[config.mk]
export PLATFORM = sky130hd
export DESIGN_NAME = adc_sample_conditioner_flat
export DESIGN_NICKNAME = d
export VERILOG_FILES = /design/src/rtl/adc_sample_conditioner_if.sv /design/src/rtl/adc_sample_conditioner.sv /design/src/flat_wrapper.sv
export SDC_FILE = /design/constraint.sdc
export NUM_CORES = 1
export LEC_CHECK = 0
export ABC_AREA = 1
export BUFFER_PORTS_ARGS = -buffer_cell sky130_fd_sc_hd__buf_2
export CAP_MARGIN = 10
export CORE_MARGIN = 2
export CORE_UTILIZATION = 50
export CTS_CLUSTER_DIAMETER = 60
export DETAILED_ROUTE_END_ITERATION = 8
export PLACE_DENSITY_LB_ADDON = 0.1
export SETUP_SLACK_MARGIN = 0.2
export SLEW_MARGIN = 20
export SYNTH_ARGS = -nofsm -noshare
export SYNTH_HDL_FRONTEND = slang
export SYNTH_SLANG_ARGS = --single-unit
[constraint.sdc]
create_clock -name clock_clk -period 4.65 [get_ports clock_clk]
set_input_delay 0.6975 -clock clock_clk [delete_from_list [all_inputs] [get_ports clock_clk]]
set_output_delay 0.6975 -clock clock_clk [all_outputs]
set_load 0.005 [all_outputs]
[src/rtl/adc_sample_conditioner_if.sv]
// Stream bundle for the ADC sample conditioner: the sequencer response beats
// coming in and the conditioned sample stream going out.
interface adc_sample_conditioner_if #(
  parameter int DATA_W = 12,
  parameter int CH_W   = 5,
  parameter int OUT_W  = 16
);
  logic              response_valid;
  logic [CH_W-1:0]   response_channel;
  logic [DATA_W-1:0] response_data;
  logic              out_valid;
  logic              out_ready;
  logic [OUT_W-1:0]  out_data;

  // Conditioner side: consumes ADC beats, produces samples.
  modport slave (
    input  response_valid, response_channel, response_data, out_ready,
    output out_valid, out_data
  );

  // Environment side: drives ADC beats, consumes samples.
  modport master (
    output response_valid, response_channel, response_data, out_ready,
    input  out_valid, out_data
  );
endinterface

[src/rtl/adc_sample_conditioner.sv]
// Channel select + boxcar decimation + DC removal/saturation + output FIFO
// for the ADC sequencer response stream, with sticky overflow and stale status.
module adc_sample_conditioner #(
  parameter int DATA_W      = 12,
  parameter int CH_W        = 5,
  parameter int AVG_LOG2    = 2,
  parameter int OUT_W       = 16,
  parameter int FIFO_DEPTH  = 4,
  parameter int TIMEOUT_CYC = 4096
) (
  input  logic                          clock_clk,
  input  logic                          reset_sink_reset,
  input  logic                          enable,
  input  logic [CH_W-1:0]               sel_channel,
  input  logic [DATA_W-1:0]             dc_offset,
  input  logic                          clear_flags,
  adc_sample_conditioner_if.slave       bus,
  output logic                          overflow,
  output logic                          stale,
  output logic [$clog2(FIFO_DEPTH):0]   fifo_level
);
  localparam int ACC_W = DATA_W + AVG_LOG2;
  localparam int CNT_W = (AVG_LOG2 > 0) ? AVG_LOG2 : 1;
  localparam int PTR_W = $clog2(FIFO_DEPTH);
  localparam int LVL_W = PTR_W + 1;
  localparam int TO_W  = (TIMEOUT_CYC > 0) ? $clog2(TIMEOUT_CYC + 1) : 1;
  localparam int SHIFT = OUT_W - DATA_W;
  localparam logic [CNT_W-1:0] CNT_LAST = CNT_W'((1 << AVG_LOG2) - 1);

  logic              match, chan_chg;
  logic [CH_W-1:0]   chan_q;
  logic [ACC_W-1:0]  acc, window_sum;
  logic [CNT_W-1:0]  cnt;
  logic              window_done;
  logic [DATA_W-1:0] mean, sat;
  logic signed [DATA_W:0] diff;
  logic [OUT_W-1:0]  conv_next, conv_data;
  logic              conv_vld;
  logic [OUT_W-1:0]  mem [FIFO_DEPTH];
  logic [PTR_W-1:0]  wr_ptr, rd_ptr;
  logic [LVL_W-1:0]  level;
  logic              full, push, pop;

  assign match    = bus.response_valid & enable & (bus.response_channel == sel_channel);
  assign chan_chg = sel_channel != chan_q;

  // Remember last cycle's channel select so a change can flush the window.
  always_ff @(posedge clock_clk or posedge reset_sink_reset) begin
    if (reset_sink_reset) chan_q <= '0;
    else                  chan_q <= sel_channel;
  end

  // Stage 1: accumulate matching beats; hand off the full sum and restart on the same edge.
  always_ff @(posedge clock_clk or posedge reset_sink_reset) begin
    if (reset_sink_reset) begin
      acc         <= '0;
      cnt         <= '0;
      window_sum  <= '0;
      window_done <= 1'b0;
    end else begin
      window_done <= 1'b0;
      if (!enable || chan_chg) begin
        acc <= '0;
        cnt <= '0;
      end else if (match) begin
        if (cnt == CNT_LAST) begin
          window_sum  <= acc + ACC_W'(bus.response_data);
          window_done <= 1'b1;
          acc         <= '0;
          cnt         <= '0;
        end else begin
          acc <= acc + ACC_W'(bus.response_data);
          cnt <= cnt + CNT_W'(1);
        end
      end
    end
  end

  assign mean = DATA_W'(window_sum >> AVG_LOG2);
  assign diff = $signed({1'b0, mean}) - $signed({1'b0, dc_offset});

  // Clamp the one-bit-wider difference into the signed DATA_W range.
  always_comb begin
    sat = diff[DATA_W-1:0];
    if (diff[DATA_W] != diff[DATA_W-1])
      sat = diff[DATA_W] ? {1'b1, {(DATA_W-1){1'b0}}} : {1'b0, {(DATA_W-1){1'b1}}};
  end

  // Left-justify; sign-extension bits are shifted out so only sat lands on top.
  assign conv_next = OUT_W'($signed(sat)) << SHIFT;

  // Stage 2: register the converted sample; it is pushed on the following edge.
  always_ff @(posedge clock_clk or posedge reset_sink_reset) begin
    if (reset_sink_reset) begin
      conv_vld  <= 1'b0;
      conv_data <= '0;
    end else begin
      conv_vld <= window_done;
      if (window_done) conv_data <= conv_next;
    end
  end

  assign full          = level == LVL_W'(FIFO_DEPTH);
  assign pop           = bus.out_valid & bus.out_ready;
  assign push          = conv_vld & (!full | pop);
  assign bus.out_valid = level != '0;
  assign bus.out_data  = mem[rd_ptr];
  assign fifo_level    = level;

  // FIFO storage; cleared on reset so the head reads zero before any push.
  always_ff @(posedge clock_clk or posedge reset_sink_reset) begin
    if (reset_sink_reset) begin
      for (int i = 0; i < FIFO_DEPTH; i++) mem[i] <= '0;
    end else if (push) begin
      mem[wr_ptr] <= conv_data;
    end
  end

  // FIFO pointers and occupancy; a pop frees the slot for a same-cycle push when full.
  always_ff @(posedge clock_clk or posedge reset_sink_reset) begin
    if (reset_sink_reset) begin
      wr_ptr <= '0;
      rd_ptr <= '0;
      level  <= '0;
    end else begin
      if (push) wr_ptr <= wr_ptr + PTR_W'(1);
      if (pop)  rd_ptr <= rd_ptr + PTR_W'(1);
      level <= level + LVL_W'(push) - LVL_W'(pop);
    end
  end

  // Sticky drop flag; a drop in the same cycle as a clear keeps it set.
  always_ff @(posedge clock_clk or posedge reset_sink_reset) begin
    if (reset_sink_reset)               overflow <= 1'b0;
    else if (conv_vld && full && !pop)  overflow <= 1'b1;
    else if (clear_flags)               overflow <= 1'b0;
  end

  generate
    if (TIMEOUT_CYC > 0) begin : g_to
      logic [TO_W-1:0] to_cnt;
      // Cycles since the last matching beat, saturating at the timeout.
      always_ff @(posedge clock_clk or posedge reset_sink_reset) begin
        if (reset_sink_reset)                     to_cnt <= '0;
        else if (!enable || match)                to_cnt <= '0;
        else if (to_cnt != TO_W'(TIMEOUT_CYC))    to_cnt <= to_cnt + TO_W'(1);
      end
      assign stale = to_cnt == TO_W'(TIMEOUT_CYC);
    end else begin : g_no_to
      assign stale = 1'b0;
    end
  endgenerate
endmodule
[src/flat_wrapper.sv]
// flat-port wrapper written by rule: the top's interface ports become plain ports
module adc_sample_conditioner_flat 
#(
  parameter int DATA_W      = 12,
  parameter int CH_W        = 5,
  parameter int AVG_LOG2    = 2,
  parameter int OUT_W       = 16,
  parameter int FIFO_DEPTH  = 4,
  parameter int TIMEOUT_CYC = 4096
)
  (clock_clk, reset_sink_reset, enable, sel_channel, dc_offset, clear_flags, overflow, stale, fifo_level, bus_response_valid, bus_response_channel, bus_response_data, bus_out_ready, bus_out_valid, bus_out_data);
  adc_sample_conditioner_if #(.DATA_W(DATA_W), .CH_W(CH_W), .OUT_W(OUT_W)) bus_i ();
  input  logic clock_clk;
  input  logic reset_sink_reset;
  input  logic enable;
  input  logic [CH_W-1:0] sel_channel;
  input  logic [DATA_W-1:0] dc_offset;
  input  logic clear_flags;
  output logic overflow;
  output logic stale;
  output logic [$clog2(FIFO_DEPTH):0] fifo_level;
  input wire logic [$bits(bus_i.response_valid)-1:0] bus_response_valid;
  input wire logic [$bits(bus_i.response_channel)-1:0] bus_response_channel;
  input wire logic [$bits(bus_i.response_data)-1:0] bus_response_data;
  input wire logic [$bits(bus_i.out_ready)-1:0] bus_out_ready;
  output wire logic [$bits(bus_i.out_valid)-1:0] bus_out_valid;
  output wire logic [$bits(bus_i.out_data)-1:0] bus_out_data;
  assign bus_i.response_valid = bus_response_valid;
  assign bus_i.response_channel = bus_response_channel;
  assign bus_i.response_data = bus_response_data;
  assign bus_i.out_ready = bus_out_ready;
  assign bus_out_valid = bus_i.out_valid;
  assign bus_out_data = bus_i.out_data;
  adc_sample_conditioner #(.DATA_W(DATA_W), .CH_W(CH_W), .AVG_LOG2(AVG_LOG2), .OUT_W(OUT_W), .FIFO_DEPTH(FIFO_DEPTH), .TIMEOUT_CYC(TIMEOUT_CYC)) u_core (.clock_clk(clock_clk), .reset_sink_reset(reset_sink_reset), .enable(enable), .sel_channel(sel_channel), .dc_offset(dc_offset), .clear_flags(clear_flags), .bus(bus_i), .overflow(overflow), .stale(stale), .fifo_level(fifo_level));
endmodule
* Word level (Yosys, flattened, before mapping)
Index checks and enable logic that the tools add are counted.
Operators by class: add/sub/neg operators 8, $mul 0, divide/modulo/power cells 0, magnitude comparators 3, equality and inequality tests 7, shift-type cells 0, multiplexer cells 21, bitwise gates (word level) 8, reduce and logical (&&, ||, !) cells 13
Operators by type and width (count):
- bitwise mux 64 bit | 1
- two-way mux 16 bit | 3
- two-way mux 14 bit | 3
- binary-select mux 16 bit (select 2 bit) | 1
- demux 16 bit (select 2 bit) | 1
- two-way mux 13 bit | 2
- two-way mux 12 bit | 2
- adder 14 x 12 -> 14 bit | 1
- adder 13 x 1 -> 13 bit, second input constant | 1
- == test 13 bit, second input constant | 1
- != test 13 bit, second input constant | 1
- subtractor 12 x 12 -> 13 bit | 1
- adder 2 x 1 -> 2 bit, second input constant | 3
- greater-or-equal comparator 3 bit, second input constant | 2
- two-way mux 2 bit | 3
- inverter 2 -> 3 bit | 2
- nonzero test 2 bit | 3
- == test 5 bit | 1
- two-way mux 1 bit | 5
- != test 5 bit | 1
- AND 1 bit | 4
- adder 3 x 1 -> 3 bit | 1
- == test 3 bit, second input constant | 1
- logical AND 1 bit | 3
- 10 further kinds | 13
Storage, ports and cells: flip-flop bits (word level) 134, latch bits 0, memory bits (writable) 0, ROM bits 0, bits of input ports 40, output and inout bits 22, word-level logic and storage cells 76, memories kept 0

* Longest topological paths before layout
word-level depth 6, depth in mapped cells 14, gate-level depth less buffers 14

* Worst setup path before layout
Ideal clock, no wire load.
kind input-to-reg, from in dc_offset[0], to reg u_core.conv_data[10], library setup time 129 ps, arrival time 2036 ps, required time 4521 ps, path slack 2484 ps, cell stages on the path 12, path buffers 1, cell sequence ha_1 > inv_1 > fa_1 > nand2_1 > nand2_1 > inv_1 > nor2_1 > nor2_1 > nand3_1 > buf_2 > nand3_1 > nand3_1
Between the ends: word-level cells in the longest chain between the ends 3, elaborated cells between the ends (all ways) 4, those cells by class add/sub (1); eq/ne (1); mux (2)
Ends and longest elaborated chain:
- from (decl) | line flat_wrapper.sv:17 | input logic [DATA_W-1:0] dc_offset;
- subtractor 12 x 12 -> 13 bit * | line adc_sample_conditioner.sv:80 | assign diff = $signed({1'b0, mean}) - $signed({1'b0, dc_offset});
- two-way mux 12 bit or != test 1 bit (tied branches) | line adc_sample_conditioner.sv:86, adc_sample_conditioner.sv:85
- two-way mux 12 bit * | line adc_sample_conditioner.sv:85 | if (diff[DATA_W] != diff[DATA_W-1])
- to (signal assigned) | line adc_sample_conditioner.sv:99 | if (window_done) conv_data <= conv_next;
- to (decl) | line adc_sample_conditioner.sv:37 | logic [OUT_W-1:0] conv_next, conv_data;
Mark *: on every way between the ends. The rest lies on a longest branch, timed or not. A chain may end at the register's enable or synchronous reset.

* Worst setup path after layout
from reg u_core.rd_ptr[0], to out bus_out_data[10]
Between the ends: word-level cells in the longest chain between the ends 4
Ends and longest elaborated chain:
- from (decl) | line adc_sample_conditioner.sv:40 | logic [PTR_W-1:0] wr_ptr, rd_ptr;
- from (signal assigned) | line adc_sample_conditioner.sv:127 | if (pop) rd_ptr <= rd_ptr + PTR_W'(1);
- inverter 2 -> 3 bit (implied by the code) | line adc_sample_conditioner.sv:107 | assign bus.out_data = mem[rd_ptr];
- binary-select mux 16 bit (select 2 bit) | line adc_sample_conditioner.sv:107
- two-way mux 16 bit (implied by the code) (2 in series) | line adc_sample_conditioner.sv:107
- to (decl) | line flat_wrapper.sv:27 | output wire logic [$bits(bus_i.out_data)-1:0] bus_out_data;
Every way passes these cells. The select of a mux whose other input is x is not followed.

==> flow_metrics.py <==
metrics = {
    "placed_design": {
        "gp_congestion": 0.8486,
        "dp.cells": 980,
        "io_buffers": 57,
        "place_ws_ns": 1.766,
        "dpl.hpwl_microns": 9840,
    },
    "detailed_routing": {
        "vias": 5181,
        "drt_iter0_markers": 305,
        "wirelength_microns": 13480,
        "drt_pass1_iterations": 4,
        "drc": 0,
        "ant_nets": 0,
        "detail_route.wl_per_cell_microns": 13.32,
        "avgViaCountPerCell": 5.120,
    },
    "synth": {
        "synthTopCellsByArea": "dfrtp_1 45%, nand2_1 10%, mux2_2 6.4%",
        "synth_seq_cells": 116,
        "synthCells": 767,
        "synth_common_cells": "174 x nand2_1, 116 x dfrtp_1, 95 x inv_1",
        "netlist_area_sq_um": 6475,
        "synth.distinct_cells": 39,
        "yosysSeqAreaShare_pct": 44.83,
        "synth_top_area_cell": "dfrtp_1",
        "ys.flop_type": "dfrtp_1",
        "synth_edf_count": 0,
        "yosysMostFrequentCell": "nand2_1",
        "synthArstFlopShare_pct": 100.0,
        "synth_top_cell_area_share_pct": 44.83,
        "yosysWarnings": 0,
        "avgSynthCellArea_sq_um": 8.442,
    },
    "clocking": {
        "post_cts_buffers": 0,
        "clockRootBuffer": "clkbuf_16",
        "clockBufferDepth": 2,
        "path_clk_slew_ns": 0.06,
        "cts_resized": 0,
        "clkSinkCount": 116,
        "ctsHoldBuffers": 0,
        "cts_inserted_buffers": 17,
        "cts_tree": "done",
        "worstSkewPairLatency_ns": 0.41,
        "h-tree-depth": 4,
    },
    "pwr": {
        "swShare_pct": 26.97,
        "power_density_nw_per_um2": 397.0,
        "ir_drop_mv": 0.2188,
        "pwr-share-comb_pct": 16.5,
        "power_frac_clock_pct": 47.4,
        "leakage_uw": 0.003950,
        "p_seq_share_pct": 36.1,
        "intPower_uw": 2187,
        "switchingPower_uw": 807.8,
    },
    "setup_path": {
        "crit_top_cell": "o21ai_0",
        "worstSetupStartpointType": "flop",
        "crit_fanout": 35,
        "cp_data_required_time_ns": 3.95,
        "path_cells": "clkinv_1 -> a21oi_1 -> o21ai_0 -> o21ai_0 -> buf_2",
        "crit-reg2reg-launch": "u_core.window_sum[2]$_DFFE_PP0P_",
        "critPathArrivalTime_ns": 2.62,
        "critPathCaptureType": "primary output",
        "cp-startpoint": "u_core.rd_ptr[0]$_DFFE_PP0P_",
        "criticalPathCategory": "reg -> out",
        "reg2reg_setup_slack_ns": 2.35,
        "crit_slowest_cell": "clkinv_1",
        "r2r_cells": 12,
        "r2r-end": "u_core.conv_data[12]$_DFFE_PP0P_",
        "endpoint": "bus_out_data[10]",
        "slowest_delay_ns": 0.78,
    },
    "global_routing": {
        "grt_pass1_wl_microns": 23260,
        "gr-total-overflow": 0,
        "grt_max_degree": 85,
        "antenna_found_initial": 0,
        "grt_pass1_vias": 5092,
        "grtUsageTotal_pct": 20.62,
    },
    "layout": {
        "final_cells": 1012,
        "final_util_pct": 59.77,
        "syn2layout_area_growth_pct": 16.48,
        "nFillCells": 1144,
        "final-seq-area_sq_um": 2903,
        "final_nets": 903,
        "n_antenna_cell": 0,
        "layout-drive-gt1-share_pct": 16.90,
        "multi_input_area_sq_um": 3109,
    },
    "floorplanning": {
        "coreArea_sq_um": 12620,
        "row_count": 41,
        "die-area_sq_um": 13880,
        "initial_core_util_pct": 51.31,
        "die_w_microns": 117.8,
        "io_pins": 62,
        "dieHeight_microns": 117.8,
    },
    "flow_run": {
        "drv_cap": 0,
    },
    "timing": {
        "period_needed_ns": 3.320,
        "finalSetupViolations": 0,
        "setup_slack_ns": 1.330,
        "tightest_slew_ns": 1.014,
        "slew_headroom_pct": 32.15,
        "hold_violations": 0,
        "slew_violations": 0,
        "fin_crit_sh_pct": 71.39,
        "final.setup_skew_ns": 0.006542,
        "fmax_mhz": 301.2,
        "rsz0062_at_grt": "no",
        "tns_ns": 0,
    },
    "status": {
        "outcome": "complete, no violations",
    },
    "min_path": {
        "min_path_type": "in -> reg",
    },
}
==> through the flow <==
stage	hold WS [ns]	cell area (sq um)	power (uW)
after detailed placement	0.4712	6900	1595
after CTS	0.3867	7540	3021
final	0.4061	7542	2995
after global routing	0.3904	7542	3132
after global placement	0.4643	6895	1576
after floorplan	0.4285	6486	1415
==> cells by family (layout without fill, tap and decap cells) <==
kind of cell             count (synthesis)  after routing  share of synthesized area [%]
XOR/XNOR                                25             25                          3.382
multiplexers                            37             37                          6.435
adder cells (fa/ha/maj)                 36             36                          7.304
AO/OA/AOI/OAI                          128            128                          10.61
buffers and inverters                  119            189                          7.401
AND/OR/NAND/NOR                        305            305                          19.98
flip-flops                             116            116                          44.83
other                                    1              4                        0.05792
==> power by group through the flow <==
stage,clock network (uW),logic [uW],registers (uW)
after floorplan,0,337,1080
after global placement,0,481,1100
after detailed placement,0,496,1100
after CTS,1440,498,1080
after global routing,1490,553,1090
final,1420,494,1080
==> worst max-delay path, delay by kind of cell, from the launching register on <==
| family | cells | cell delay, ns |
|---|---|---|
| buffers and inverters | 2 | 0.95 |
| AO/OA/AOI/OAI | 3 | 0.59 |
| flip-flops | 1 | 0.66 |
==> sequential cells by signal, summed over array words and instances, names as in the netlist <==
register,flops
u_core.cnt,2
u_core.mem,48
u_core.acc,14
u_core.window_done,1
u_core.rd_ptr,2
u_core.g_to.to_cnt,13
u_core.overflow,1
u_core.window_sum,12
u_core.conv_vld,1
u_core.conv_data,12
u_core.fifo_level,3
u_core.chan_q,5
u_core.wr_ptr,2
==> per-layer routing <==
layer	part of all wire (%)	up-vias	GRT usage (%)
li1	-	2619	-
met1	47	2444	25.84
met2	48	96	35.28
met3	3.3	22	4.215
met4	1.5	0	7.530
met5	0	-	0
==> final cells by class <==
cell class	instances	share of cell area, %
clock inverters	13	2.737
repair buffers	59	3.981
clock buffers	19	5.740
multi-input cells	535	41.22
inverters	98	4.977
well taps	172	2.853
flip-flops and latches	116	38.49
==> cells in the final DEF (no fill, tap or decap), types with 3 or more instances in the layout <==
master and instances:
fa_1 3, nor3_2 3, mux2_2 37, clkbuf_16 17, buf_2 57, bufinv_16 5, nor2_2 3, ha_1 33
o21ai_2 3, nand4_1 7, a21o_1 3, nand3_1 42, clkinv_2 3, xor2_1 17, o22ai_1 5, nand2_1 174
conb_1 4, a21oi_1 39, xnor2_1 8, inv_1 94, o21bai_1 4, nor3_1 5, o21ai_0 69, nor2_1 59
nand3b_1 5, dfrtp_1 116
==> worst min-delay path by stage <==
stage	endpoint	slack [ns]	cells after the start	startpoint
floorplan	u_core.conv_vld$_DFF_PP0_	0.43	0	u_core.window_done$_DFF_PP0_
global placement	u_core.cnt[1]$_DFFE_PP0P_	0.46	2	u_core.cnt[1]$_DFFE_PP0P_
detailed placement	u_core.acc[10]$_DFFE_PP0P_	0.47	2	u_core.acc[10]$_DFFE_PP0P_
CTS	u_core.chan_q[4]$_DFF_PP0_	0.39	1	sel_channel[4]
global route	u_core.chan_q[4]$_DFF_PP0_	0.39	1	sel_channel[4]
finish	u_core.chan_q[4]$_DFF_PP0_	0.41	1	sel_channel[4]
No activity file was read; power rests on OpenSTA's default activity.
